==> config.mk <==
export PLATFORM = sky130hd
export DESIGN_NAME = serial_adder_ctrl
export DESIGN_NICKNAME = d
export VERILOG_FILES = /design/src/rtl/serial_adder_ctrl_pkg.sv /design/src/rtl/serial_adder_ctrl_full_adder.sv /design/src/rtl/serial_adder_ctrl.sv
export SDC_FILE = /design/constraint.sdc
export NUM_CORES = 1
export LEC_CHECK = 0
export ABC_CLOCK_PERIOD_IN_PS = 1400
export CORE_ASPECT_RATIO = 1.1
export CORE_MARGIN = 5
export CORE_UTILIZATION = 45
export DETAILED_ROUTE_END_ITERATION = 10
export PLACE_DENSITY = 0.72
export SLEW_MARGIN = 10
export SYNTH_ARGS = -nofsm -noshare
export SYNTH_HDL_FRONTEND = slang
export SYNTH_HIERARCHICAL = 1
export SYNTH_SLANG_ARGS = --single-unit
==> constraint.sdc <==
create_clock -name clk -period 1.4 [get_ports clk]
set_input_delay 0.28 -clock clk [delete_from_list [all_inputs] [get_ports clk]]
set_output_delay 0.28 -clock clk [all_outputs]
set_load 0.05 [all_outputs]
==> src/rtl/serial_adder_ctrl_pkg.sv <==
// Shared definitions for the bit-serial adder controller: FSM state encodings
// and the default operand width.
package serial_adder_ctrl_pkg;

    typedef enum logic [1:0] {
        IDLE = 2'd0,
        RUN  = 2'd1,
        DONE = 2'd2
    } state_t;

    localparam int DEFAULT_WIDTH = 8;

endpackage

==> src/rtl/serial_adder_ctrl_full_adder.sv <==
// One-bit full adder used as the single arithmetic step of the serial adder.
module full_adder (
    input  logic a,
    input  logic b,
    input  logic cin,
    output logic s,
    output logic c
);

    assign s = a ^ b ^ cin;
    assign c = (a & b) | (a & cin) | (b & cin);

endmodule

==> src/rtl/serial_adder_ctrl.sv <==
// Bit-serial adder controller: one full-adder step per RUN cycle, WIDTH steps per add.
// Optional subtract mode is enabled by defining SERIAL_ADDER_SUB_EN.
module serial_adder_ctrl
    import serial_adder_ctrl_pkg::*;
#(
    parameter int WIDTH = DEFAULT_WIDTH
) (
    input  logic             clk,
    input  logic             rst,
    input  logic             start,
    input  logic [WIDTH-1:0] a,
    input  logic [WIDTH-1:0] b,
    input  logic             cin,
    input  logic             sub,
    output logic [WIDTH-1:0] sum,
    output logic             cout,
    output logic             busy,
    output logic             done
);

    localparam int CW = $clog2(WIDTH) + 1;
    localparam logic [CW-1:0] LAST = CW'(WIDTH - 1);

    state_t           state;
    logic [WIDTH-1:0] op_a;
    logic [WIDTH-1:0] op_b;
    logic             carry;
    logic [CW-1:0]    count;
    logic             fa_s;
    logic             fa_c;
    logic [WIDTH:0]   sum_ext;
    logic [WIDTH-1:0] load_b;
    logic             load_c;

    full_adder u_full_adder (
        .a   (op_a[0]),
        .b   (op_b[0]),
        .cin (carry),
        .s   (fa_s),
        .c   (fa_c)
    );

    // New sum bit enters at the MSB; the extra bit keeps WIDTH=1 well-formed.
    assign sum_ext = {fa_s, sum};

`ifdef SERIAL_ADDER_SUB_EN
    // a - b computed as a + ~b + 1; cout=1 then means no borrow.
    assign load_b = sub ? ~b : b;
    assign load_c = sub | cin;
`else
    logic sub_unused;
    assign sub_unused = sub;
    assign load_b     = b;
    assign load_c     = cin;
`endif

    always_ff @(posedge clk) begin
        if (rst) begin
            state <= IDLE;
            op_a  <= '0;
            op_b  <= '0;
            carry <= 1'b0;
            count <= '0;
            sum   <= '0;
            cout  <= 1'b0;
            busy  <= 1'b0;
            done  <= 1'b0;
        end else begin
            case (state)
                IDLE: begin
                    done <= 1'b0;
                    if (start) begin
                        op_a  <= a;
                        op_b  <= load_b;
                        carry <= load_c;
                        sum   <= '0;
                        count <= '0;
                        busy  <= 1'b1;
                        state <= RUN;
                    end
                end
                RUN: begin
                    sum   <= sum_ext[WIDTH:1];
                    op_a  <= op_a >> 1;
                    op_b  <= op_b >> 1;
                    carry <= fa_c;
                    count <= count + 1'b1;
                    if (count == LAST) begin
                        cout  <= fa_c;
                        busy  <= 1'b0;
                        done  <= 1'b1;
                        state <= DONE;
                    end
                end
                DONE: begin
                    done  <= 1'b0;
                    state <= IDLE;
                end
                default: begin
                    busy  <= 1'b0;
                    done  <= 1'b0;
                    state <= IDLE;
                end
            endcase
        end
    end

endmodule

==> results_dict.tcl <==
set metrics [dict create \
    status "finished clean" \
    dp_cells 224 \
    final_cell_mix "40 x nor2_1, 33 x dfxtp_1, 19 x clkdlybuf4s50_1" \
    synth_ff_type "dfxtp_1" \
    die_area_mm2 0.004557 \
    worst-path-stages 5 \
    p_leak_uw 0.0007939 \
    fin_cells 232 \
    synthToLayoutAreaGrowth_pct 38.86 \
    portBuffers 30 \
    synth.distinct_cells 30 \
    cp-start-kind "primary input" \
    drt-initial-drc-count 67 \
    io_pins 32 \
    antenna_cells 0 \
    clkTransAtPathRegs_ns 0.10 \
    grt_pass1_vias 1288 \
    final_net_count 218 \
    drive_above_1_share 0.2347 \
    post-cts-setup-buffers 0 \
    powerDensity_mw_per_mm2 1009 \
    cp_slowest_cell "clkdlybuf4s50_1" \
    grt_use_total 0.1671 \
    post_drt_wl_per_cell_um 14.61 \
    ys_ff_latch 34 \
    finalSetupTns_ns 0 \
    final_common_cell "nor2_1" \
    reg2regPathDepth 3 \
    fin_crit_ns 1.269 \
    r2r_start "state[0]" \
    synth_top_family_by_area "compound AO/OA/AOI/OAI gates" \
    yosysSeqAreaShare 0.4575 \
    core_area_mm2 0.003276 \
    synth-simple-area-share 0.1606 \
    drv_slew 0 \
    relSlewSlack 0.7525 \
    crit_type "primary input to flip-flop" \
    drt_first_pass_iters 4 \
    fp-row-count 22 \
    crit_buf_inv 2 \
    dieHeight_um 70.31 \
    cts.sinks 34 \
    path_cells "clkdlybuf4s50_1 -> buf_4 -> nor3b_1 -> a21oi_1 -> a21oi_1" \
    rsz0062_at_grt "no" \
    fin_skew_ns 0.008561 \
    fill_cells 286 \
    synth_compound_area_frac 0.3003 \
    clockBufferDepth 2 \
    antenna_found_initial 0 \
    die_w_um 64.82 \
    critPathCapture "busy" \
    critPathLaunch "start" \
    end_kind "flip-flop" \
    cts-htree-levels 2 \
    place_hpwl_um 2413 \
    clk_root_buffer_cell "clkbuf_4" \
    grt_max_degree 35 \
    max_stage_delay_ns 0.53 \
    start_util 0.4542 \
    cp_top_family "buffers and inverters" \
    setup_violations 0 \
    hold_class "flip-flop to flip-flop" \
    rrSetupSlack_ns 0.18 \
    worstHoldStart "op_b[3]" \
    muxShareOfSynthArea 0 \
    synthesis.nets 181 \
    design_area_mm2 0.002066 \
    place_area_mm2 0.001984 \
    wirelength_um 3389 \
    worstPathArrival_ns 1.54 \
    cap_violations 0 \
    fmax_ghz 0.7878 \
    drtAntennaViolNets 0 \
    synth_area_mm2 0.001488 \
    yosys_warnings 6 \
    worst_pin_slew_ns 0.3705 \
    overflow 0 \
    cts_buffers 5 \
    synth_xor_area_frac 0 \
    syn_avg_cell_area_um2 9.416 \
    max-vdd-ir-drop_mv 0.6382 \
    via_per_inst 5.534 \
    synthCells 158 \
    synthArstFlopShare 0 \
    drc_errors 0 \
    grt_pass1_wl_um 5809 \
    critical_path.most_common_cell "a21oi_1" \
    vias 1284 \
    crit_path_max_fanout 3 \
    gp_congestion 0.7440 \
    final.period_utilization 0.9067 \
    synth_fa_ha_area_frac 0.02187 \
    clock_latency_ns 0.34 \
    synth-edff-count 0 \
    cp.required_ns 1.67 \
    hold_viol_final 0 \
    cts_tree "yes" \
    reg2reg_to "count[3]" \
]
## how the worst min path moves through the flow
stage,endpoint,slack (ns),depth (start not counted)
5_1_grt,op_b[2],0.54,2
3_5_place_dp,op_b[1],0.50,2
3_3_place_gp,count[3],0.48,2
4_1_cts,op_b[1],0.51,2
2_1_floorplan,op_a[7],0.43,2
6_report,op_b[3],0.51,2
## metrics by stage
stage          hold slack [ns]  power [uW]  setup slack [ns]  utilization
2_1_floorplan           0.4283        1288            0.2646            -
3_3_place_gp            0.4842        1418           -0.1409       0.6058
3_5_place_dp            0.5001        1434           -0.2143       0.6058
4_1_cts                 0.5148        2112          0.008529       0.6299
5_1_grt                 0.5360        2188           0.06820       0.6306
6_report                0.5099        2084            0.1306       0.6306
## where the power goes
part	total (uW)	switching (uW)	leakage [uW]	internal, uW
clock	674	331	0.0000446	343
combinational	346	167	0.000470	180
sequential	1060	42.6	0.000279	1020
total	2080	540	0.000794	1540
## flip-flops by register name, indices dropped and copies added (netlist names)
register  cells
carry         1
op_a          8
sum           8
cout          1
count         4
state         2
op_b          8
busy          1
done          1
## per-layer routing
metal  vias up  global-route usage  routed length (um)
li1        647                   -                   -
met1       605              0.2002                1492
met2        27              0.2534                1655
met3         5             0.06270                 161
met4         0             0.09390                  78
met5         -                   0                   0
## Yosys cell counts (3+ instances only)
cell	instances	share of area
o22ai_1	3	0.013
o2bb2ai_1	12	0.071
buf_4	4	0.020
a211oi_1	7	0.035
a22oi_1	11	0.056
nand3_1	4	0.013
clkbuf_1	5	0.013
dfxtp_1	34	0.46
a211oi_2	10	0.084
a21oi_1	4	0.013
nor3_1	3	0.010
nor2_1	40	0.10
## area by class of cell
type / count / area, um^2 / area share
tap: 36 / 45.04 / 0.02180
inverter: 2 / 7.507 / 0.003634
sequential: 34 / 681.9 / 0.3301
multi-input combinational: 109 / 719.4 / 0.3483
timing repair buffer: 43 / 533.0 / 0.2580
clock buffer: 8 / 78.83 / 0.03816
## kinds of logic (layout without fill, tap and decap cells)
family / after synthesis / count (layout)
compound gates: 52 / 52
fa+ha+maj: 2 / 2
buf+inv: 15 / 53
flops: 34 / 34
simple gates: 55 / 55
## what timing repair did
item,4_1_cts,5_1_grt
hold buffers,0,0
setup endpoints to repair,0,29
gates resized for setup,0,2
## tightest hold or removal path, delay by kind of cell (launching register included)
family             cells  cell delay (ns)
and+or+nand+nor        1             0.10
DFF                    1             0.33
AOI/OAI and AO/OA      1             0.05
Power figures use the tool's default switching activity.
